**src/rtl/mult_pkg.sv**
```systemverilog
// Shared constants for the multiplier datapath.
// The partial-product generator uses the same widths and counts.
package mult_pkg;
  localparam int unsigned PP_NUM = 17;  // Booth partial products per operation
  localparam int unsigned PP_W   = 64;  // partial-product / full product width
  localparam int unsigned RES_W  = 32;  // returned product word width
endpackage

```
**src/rtl/csa_3to2.sv**
```systemverilog
// 64-bit bitwise 3:2 carry-save compressor.
// Ports:
//   a, b, c : three addends of width PP_W
//   sum     : bitwise sum (a ^ b ^ c)
//   carry   : majority vector already shifted left one bit; the carry out of
//             the top bit is dropped (all arithmetic is mod 2^PP_W)
module csa_3to2
  import mult_pkg::*;
(
  input  logic [PP_W-1:0] a,
  input  logic [PP_W-1:0] b,
  input  logic [PP_W-1:0] c,
  output logic [PP_W-1:0] sum,
  output logic [PP_W-1:0] carry
);

  always_comb begin
    sum   = a ^ b ^ c;
    carry = {(a[PP_W-2:0] & b[PP_W-2:0]) |
             (a[PP_W-2:0] & c[PP_W-2:0]) |
             (b[PP_W-2:0] & c[PP_W-2:0]), 1'b0};
  end

endmodule

```
**src/rtl/mult_wallace_tree.sv**
```systemverilog
// Wallace-tree summation of 17 Booth partial products with a final
// carry-propagate adder; returns the selected 32-bit half of the 64-bit sum.
// Ports:
//   clk, rst_n      : clock, asynchronous active-low reset
//   pp0..pp16       : registered partial products, pre-shifted to weight
//   pp_valid_i      : partial products valid this cycle
//   res_hi_i        : 1 = return product [63:32], 0 = product [31:0]
//   stall_i         : hold all pipeline state
//   flush_i         : drop all in-flight operations (wins over stall)
//   result_o        : selected product word (holds while not valid)
//   result_valid_o  : result_o valid this cycle
// MID_REG = 1 registers the six vectors after the third CSA level (2-cycle
// latency); MID_REG = 0 omits that register (1-cycle latency).
module mult_wallace_tree
  import mult_pkg::*;
#(
  parameter int unsigned MID_REG = 1
) (
  input  logic              clk,
  input  logic              rst_n,
  input  logic [PP_W-1:0]   pp0,
  input  logic [PP_W-1:0]   pp1,
  input  logic [PP_W-1:0]   pp2,
  input  logic [PP_W-1:0]   pp3,
  input  logic [PP_W-1:0]   pp4,
  input  logic [PP_W-1:0]   pp5,
  input  logic [PP_W-1:0]   pp6,
  input  logic [PP_W-1:0]   pp7,
  input  logic [PP_W-1:0]   pp8,
  input  logic [PP_W-1:0]   pp9,
  input  logic [PP_W-1:0]   pp10,
  input  logic [PP_W-1:0]   pp11,
  input  logic [PP_W-1:0]   pp12,
  input  logic [PP_W-1:0]   pp13,
  input  logic [PP_W-1:0]   pp14,
  input  logic [PP_W-1:0]   pp15,
  input  logic [PP_W-1:0]   pp16,
  input  logic              pp_valid_i,
  input  logic              res_hi_i,
  input  logic              stall_i,
  input  logic              flush_i,
  output logic [RES_W-1:0]  result_o,
  output logic              result_valid_o
);

  // Reduction levels: 17 -> 12 -> 8 -> 6 | 4 -> 3 -> 2
  logic [PP_W-1:0] lv0 [0:PP_NUM-1];
  logic [PP_W-1:0] lv1 [0:11];
  logic [PP_W-1:0] lv2 [0:7];
  logic [PP_W-1:0] lv3 [0:5];
  logic [PP_W-1:0] s1_vec [0:5];
  logic [PP_W-1:0] lv4 [0:3];
  logic [PP_W-1:0] lv5 [0:2];
  logic [PP_W-1:0] lv6 [0:1];
  logic            s1_valid;
  logic            s1_hi;
  logic [PP_W-1:0] prod;
  logic [RES_W-1:0] res_sel;

  assign lv0[0]  = pp0;   assign lv0[1]  = pp1;   assign lv0[2]  = pp2;
  assign lv0[3]  = pp3;   assign lv0[4]  = pp4;   assign lv0[5]  = pp5;
  assign lv0[6]  = pp6;   assign lv0[7]  = pp7;   assign lv0[8]  = pp8;
  assign lv0[9]  = pp9;   assign lv0[10] = pp10;  assign lv0[11] = pp11;
  assign lv0[12] = pp12;  assign lv0[13] = pp13;  assign lv0[14] = pp14;
  assign lv0[15] = pp15;  assign lv0[16] = pp16;

  // Level 1: five CSAs, two vectors pass through
  for (genvar i = 0; i < 5; i++) begin : g_l1
    csa_3to2 u_csa (.a(lv0[3*i]), .b(lv0[3*i+1]), .c(lv0[3*i+2]),
                    .sum(lv1[2*i]), .carry(lv1[2*i+1]));
  end
  assign lv1[10] = lv0[15];
  assign lv1[11] = lv0[16];

  // Level 2: four CSAs
  for (genvar i = 0; i < 4; i++) begin : g_l2
    csa_3to2 u_csa (.a(lv1[3*i]), .b(lv1[3*i+1]), .c(lv1[3*i+2]),
                    .sum(lv2[2*i]), .carry(lv2[2*i+1]));
  end

  // Level 3: two CSAs, two vectors pass through
  for (genvar i = 0; i < 2; i++) begin : g_l3
    csa_3to2 u_csa (.a(lv2[3*i]), .b(lv2[3*i+1]), .c(lv2[3*i+2]),
                    .sum(lv3[2*i]), .carry(lv3[2*i+1]));
  end
  assign lv3[4] = lv2[6];
  assign lv3[5] = lv2[7];

  // Stage 1: optional mid-tree register
  if (MID_REG != 0) begin : g_mid
    always_ff @(posedge clk or negedge rst_n) begin
      if (!rst_n) begin
        s1_valid <= 1'b0;
        s1_hi    <= 1'b0;
        for (int unsigned k = 0; k < 6; k++) s1_vec[k] <= '0;
      end else if (flush_i) begin
        s1_valid <= 1'b0;
      end else if (!stall_i) begin
        s1_valid <= pp_valid_i;
        if (pp_valid_i) begin
          s1_hi <= res_hi_i;
          for (int unsigned k = 0; k < 6; k++) s1_vec[k] <= lv3[k];
        end
      end
    end
  end else begin : g_nomid
    assign s1_valid = pp_valid_i;
    assign s1_hi    = res_hi_i;
    for (genvar k = 0; k < 6; k++) begin : g_pass
      assign s1_vec[k] = lv3[k];
    end
  end

  // Level 4: two CSAs
  for (genvar i = 0; i < 2; i++) begin : g_l4
    csa_3to2 u_csa (.a(s1_vec[3*i]), .b(s1_vec[3*i+1]), .c(s1_vec[3*i+2]),
                    .sum(lv4[2*i]), .carry(lv4[2*i+1]));
  end

  // Level 5: one CSA, one vector passes through
  csa_3to2 u_csa_l5 (.a(lv4[0]), .b(lv4[1]), .c(lv4[2]),
                     .sum(lv5[0]), .carry(lv5[1]));
  assign lv5[2] = lv4[3];

  // Level 6: final CSA
  csa_3to2 u_csa_l6 (.a(lv5[0]), .b(lv5[1]), .c(lv5[2]),
                     .sum(lv6[0]), .carry(lv6[1]));

  always_comb begin
    prod    = lv6[0] + lv6[1];
    res_sel = s1_hi ? prod[PP_W-1:RES_W] : prod[RES_W-1:0];
  end

  // Stage 2: output register
  always_ff @(posedge clk or negedge rst_n) begin
    if (!rst_n) begin
      result_valid_o <= 1'b0;
      result_o       <= '0;
    end else if (flush_i) begin
      result_valid_o <= 1'b0;
    end else if (!stall_i) begin
      result_valid_o <= s1_valid;
      if (s1_valid) result_o <= res_sel;
    end
  end

endmodule

```
**config.mk**
```make
export PLATFORM = sky130hd
export DESIGN_NAME = mult_wallace_tree
export DESIGN_NICKNAME = d
export VERILOG_FILES = /design/src/rtl/mult_pkg.sv /design/src/rtl/csa_3to2.sv /design/src/rtl/mult_wallace_tree.sv
export SDC_FILE = /design/constraint.sdc
export NUM_CORES = 2
export LEC_CHECK = 0
export BUFFER_PORTS_ARGS = -buffer_cell sky130_fd_sc_hd__buf_4
export CAP_MARGIN = 0
export CORE_AREA = 4 4 441 443
export CTS_CLUSTER_SIZE = 14
export DETAILED_ROUTE_END_ITERATION = 10
export DIE_AREA = 0 0 445 447
export PLACE_DENSITY_LB_ADDON = 0.05
export RECOVER_POWER = 50
export SLEW_MARGIN = 20
export SYNTH_ARGS = -nofsm -noshare
export SYNTH_HDL_FRONTEND = slang
export SYNTH_SLANG_ARGS = --single-unit
```
**constraint.sdc**
```tcl
create_clock -name clk -period 4.6 [get_ports clk]
set_clock_uncertainty 0.1 [all_clocks]
set_input_delay 1.15 -clock clk [delete_from_list [all_inputs] [get_ports clk]]
set_output_delay 1.15 -clock clk [all_outputs]
set_load 0.02 [all_outputs]
```
; ---- Yosys cells after proc, flatten, opt, wreduce, memory -nomap -nowiden
; Cells that the tools add are included.
[op_classes]
addsub = 1
eq_ne = 1
n_mux = 5
n_bitwise = 107
n_reduce_logical = 2
[op_table]
columns = cell, n
row1 = $and 63x63->63, 45
row2 = $xor 64x64->64, 30
row3 = $or 63x63->63, 30
row4 = $add 64x64->64, 1
row5 = $mux 32, 1
row6 = $reduce_and 3->1, 2
row7 = $mux 1, 4
row8 = $ne 2x1->1 const B, 1
row9 = $not 1->1, 2
[totals]
regBits = 416
input_bits = 1094
output_inout_bits = 33
wordCells = 126

; ---- Depth between registers and ports, before layout
[depth]
depth_word = 11
ltp_mapped = 20
ltp_nobuf = 20

; ---- By module
; Synthesis repeated with hierarchy kept, for this count alone.
[hier_totals]
hier_cells = 2542
hier_area_um2 = 39027.4
[by_module_without_submodules]
columns = module, n_inst, cells_each, area_per_inst_um2, seq_area_each_um2
row1 = mult_wallace_tree, 1, 1552, 19583.8, 10485.1
row2 = csa_3to2, 15, 66, 1296.2, 0.0

; ---- Worst setup path after synthesis
; OpenSTA, ideal clock, no wires.
[synth_path]
path_kind = reg2reg
start = register s1_vec[2] (netlist bit)
end = register result_o[12]
setup_time_ps = 125
t_arrival_ps = 4246
t_required_ps = 4375
path_slack_ps = 129
path_stages_with_launch = 19
n_path_buf = 0
period_less_slack_ps = 4471
path_cell_list = dfrtp_1 -> fa_1 -> fa_1 -> inv_1 -> fa_1 -> inv_1 -> ha_1 -> inv_1 -> fa_1 -> nor2b_1 -> o2111ai_1 -> a211oi_1 -> o311ai_1 -> and2_1 -> o41ai_2 -> xnor2_1 -> nor2_1 -> a311oi_1 -> nor2_1
[synth_via]
elab_chain_len = 9
word_cells_on_any_way = 19
classes_between = add/sub (1) / mux (1) / bitwise (17)
[synth_rtl]
columns = element, line_no
row1 = start: declaration, mult_wallace_tree.sv:51  ; logic [PP_W-1:0] s1_vec [0:5];
row2 = $xor 64x64->64, csa_3to2.sv:18  ; sum = a ^ b ^ c;
row3 = $and 63x63->63, csa_3to2.sv:20  ; (a[PP_W-2:0] & c[PP_W-2:0]) |
row4 = $or 63x63->63, csa_3to2.sv:19  ; carry = {(a[PP_W-2:0] & b[PP_W-2:0]) |
row5 = $or 63x63->63, csa_3to2.sv:20
row6 = $and 63x63->63, csa_3to2.sv:19
row7 = $or 63x63->63, csa_3to2.sv:19
row8 = $or 63x63->63, csa_3to2.sv:20
row9 = $add 64x64->64 (*), mult_wallace_tree.sv:130  ; prod = lv6[0] + lv6[1];
row10 = $mux 32 (*), mult_wallace_tree.sv:131  ; res_sel = s1_hi ? prod[PP_W-1:RES_W] : prod[RES_W-1:0];
row11 = end signal: assignment, mult_wallace_tree.sv:143  ; if (s1_valid) result_o <= res_sel;
row12 = end: declaration, mult_wallace_tree.sv:42  ; output logic [RES_W-1:0] result_o,
; Every way passes the cells marked *; elsewhere a longest branch is shown, timed or not.
; A chain may end at the register's enable or synchronous reset.

; ---- Final worst setup path
[layout_path]
start = register s1_vec[131] (netlist bit)
end = register result_o[23]
[layout_via]
elab_chain_len = 10
word_cells_on_any_way = 20
classes_between = add/sub (1) / mux (1) / bitwise (18)
[layout_rtl]
columns = element, line_no
row1 = $xor 64x64->64 (2 in series), csa_3to2.sv:18
row2 = $and 63x63->63, csa_3to2.sv:20
row3 = $or 63x63->63, csa_3to2.sv:19
row4 = $or 63x63->63, csa_3to2.sv:20
row5 = $and 63x63->63, csa_3to2.sv:19
row6 = $or 63x63->63, csa_3to2.sv:19
row7 = $or 63x63->63, csa_3to2.sv:20
row8 = $add 64x64->64 (*), mult_wallace_tree.sv:130
row9 = $mux 32 (*), mult_wallace_tree.sv:131
; Marks and branches as above.

==> out/metrics.csv <==
stage,metric,value,unit
status,status,finished with violations,
status,failing checks,"capacitance limit, slew limit, setup timing",
timing,Setup TNS,-397,ps
worst_setup_path,Reg-to-Reg End,result_o[23],
clock_network,Num CTS Buffers,58,
timing,Max Freq,0.213,GHz
yosys,share of synthesized flip-flops with an asynchronous set or reset,100,%
clock_network,htree depth,2,
timing,clock period minus worst slack,4700,ps
global_route,met3 Use GR,2.74,%
clock_network,"Clk pin slew, worst setup/hold paths",60,ps
yosys,#FFs+latches synth,415,
die,Initial Util,21.4,%
timing,max_slew headroom,-83.6,%
detailed_routing,DRC Markers,0,
global_route,first-pass GRT wire length,222,mm
yosys,Synth Area per Inst,12.4,um^2
worst_setup_path,Worst Setup End Kind,register,
hold_path,source of the worst hold timing path,result_o[4],
global_route,Overflow after GRT,0,
final_layout,post-layout util,29.7,%
final_layout,Filler Cells Inserted,19900,
global_route,pin count of the biggest net entering global routing,84,
yosys,Post-synth EDFFs,0,
global_route,grt peak-use layer,met2,
worst_setup_path,r2r startpoint,s1_vec[131],
job,max-cap violations,1,
place,GPL Wtd Cong,0.767,
global_route,Total Routing Usage GR,15.1,%
global_route,GR Layer Usage met1,17.6,%
yosys,Mapped Nets,5372,
yosys,register area share after synthesis,25.6,%
detailed_routing,vias per inst,3.89,
worst_setup_path,R2R cell count,17,
global_route,met2 Use GR,28.6,%
yosys,leading area contributor after synthesis,fa_1,
worst_setup_path,Worst Path Required,5080,ps
detailed_routing,Post-Route WL,151,mm
timing,"Slew Viols, Final",79,
timing,Least-Margin Pin Slew,2750,ps
worst_setup_path,WP data arrival,5190,ps
detailed_routing,DR pass1 iterations,4,
die,Die Span X,445,um
worst_setup_path,Startpoint Class,register,
timing,final hold violation count,0,
die,core footprint,0.190,mm^2
yosys,"Cell Area, Synth",0.0406,mm^2
clock_network,clk sinks,415,
worst_setup_path,r2r setup slk,-100,ps
die,Die ar.,0.199,mm^2
yosys,Unique masters post-synth,80,
worst_setup_path,worst-path fanout max,4,
final_layout,final std cells w/o fill,7165,
detailed_routing,Antenna Violating Nets Remaining,0,
worst_setup_path,crit path to,result_o[23],
final_layout,Register Area,0.0104,mm^2
clock_network,Max clock buf depth,3,
hold_path,Hold/Removal Path Class,register to register,
yosys,Area contributors post-synth,"fa_1 46%, dfrtp_1 26%, mux2_2 7.0%",
final_layout,share of cells above drive strength 1,40.1,%
clock_network,Post-CTS Hold Fix Bufs,0,
place,Port Buffers,1126,
final_layout,Multi-input gate area,0.0283,mm^2
detailed_routing,initial DRC count,874,
clock_network,Root Buffer,clkbuf_16,
yosys,top-area cell type share of the netlist area,46.0,%
timing,Final setup viols,7,
die,Die H,447,um
timing,final period utilization,102,%
die,# rows,160,
place,hpwl dp,134,mm
timing,setup ws final,-104,ps
final_layout,nets,6701,
clock_network,CTS tree,done,
global_route,vias in the first global route,33900,
yosys,Synthesis Warnings,0,
detailed_routing,Avg WL per Cell,21.0,um
yosys,Mapped Cells,3275,
final_layout,area grow syn2layout,38.8,%
clock_network,Worst-Skew Late Latency,650,ps
worst_setup_path,worst setup path startpoint,s1_vec[131],
place,placed cells,7039,
die,I/O pin cnt,1127,
worst_setup_path,Setup Crit Path Kind,register to register,
timing,RSZ-0062 raised after global routing,yes,
yosys,Synth Flop Type,dfrtp_1,
global_route,initial antenna violation count,12,
detailed_routing,routed vias,27900,
## worst max-delay path, stage by stage, from the launching register on
cell and delay (ps):
dfrtp_1 390, fa_1 500, fa_1 540, inv_2 40
fa_2 550, inv_2 50, ha_4 250, a21o_1 130
nand4_1 160, and2_4 200, o31ai_4 310, a221oi_4 130
o31ai_4 300, a41oi_4 220, buf_6 180, o31ai_4 180
mux2i_1 200, o221a_1 190
## Yosys cell counts, types with 3 or more instances
cell / count
buf_2: 3
a2111oi_0: 3
nand2b_1: 6
and3_1: 7
fa_1: 933
xor2_1: 19
nor4_1: 3
nor2_1: 70
xnor2_1: 63
or3_1: 4
clkbuf_1: 80
a21oi_2: 3
a311oi_1: 5
or4_1: 3
nor3_1: 9
o21ai_1: 9
or2_2: 4
and2_1: 5
o21bai_1: 13
o31ai_1: 3
nand4_1: 28
a22oi_1: 4
o21a_1: 9
nand3_1: 10
mux2_2: 254
nand3b_1: 3
o211ai_1: 7
inv_1: 635
and4_1: 3
buf_6: 9
mux2i_1: 10
o21ai_0: 181
a21o_1: 28
nor2b_1: 5
clkbuf_8: 3
dfrtp_1: 415
ha_1: 70
a31oi_1: 12
a211oi_1: 5
nand2_1: 204
a21oi_1: 86
## per-layer routing
metal,vias to the layer above,part of all wire [%]
met2,656,55
met4,4,2.3
met1,14300,38
li1,12800,-
met5,-,0.018
met3,132,4.6
## repair_timing
| item | CTS | global route |
|---|---|---|
| gates resized for setup | 110 | 77 |
| endpoints found under the setup margin | 32 | 32 |
| pin swaps | 75 | 66 |
| setup buffers | 16 | 8 |
## how the worst min path moves through the flow
stage	slack, ps	end	depth (start not counted)
3_5_place_dp	390	s1_vec[349]	1
4_1_cts	410	s1_vec[349]	1
6_report	400	result_o[4]	2
3_3_place_gp	380	result_o[21]	2
2_1_floorplan	350	s1_vec[65]	2
5_1_grt	420	result_o[4]	2
## layout make-up
type / instances / share of cell area [%]
Sequential cell: 415 / 18.4
Clock inverter: 23 / 0.477
Multi-Input combinational cell: 2125 / 50.1
Timing Repair Buffer: 1369 / 18.2
Tap cell: 2511 / 5.57
Inverter: 635 / 4.23
Clock buffer: 82 / 3.00
Antenna cell: 5 / 0.0222
## cell usage in the layout (no fill, tap or decap), drive strengths merged, types with 89 or more instances in the layout
cell / netlist / final
buf: 13 / 1350
fa: 933 / 933
dfrtp: 415 / 415
a21oi: 89 / 89
nand2: 204 / 204
clkbuf: 85 / 101
mux2: 254 / 254
o21ai: 192 / 192
inv: 635 / 638
## stage by stage
stage / cell area [um^2] / worst slack (ps) / hold WS [ps]
finish: 56400 / -104 / 396
global route: 56400 / -318 / 418
CTS: 56100 / -210 / 406
detailed placement: 53500 / -542 / 393
global placement: 53500 / -487 / 380
floorplan: 40600 / 129 / 354
## registers in the layout (all words and copies together) (netlist names)
name and cells:
result_o 32, s1_hi 1, result_valid_o 1, s1_valid 1, s1_vec 380
## logic make-up after synthesis
group / after synthesis / share of synthesized area [%]
adder cells (fa/ha/maj): 1003 / 48.1
AND/OR/NAND/NOR: 372 / 4.07
buffers and inverters: 735 / 7.10
multiplexers: 264 / 7.29
flip-flops: 415 / 25.6
XOR/XNOR: 82 / 1.77
AO/OA/AOI/OAI: 404 / 6.08
Power is not shown: default switching activity piles up to over one toggle a cycle in this logic, so the estimate is an artifact.
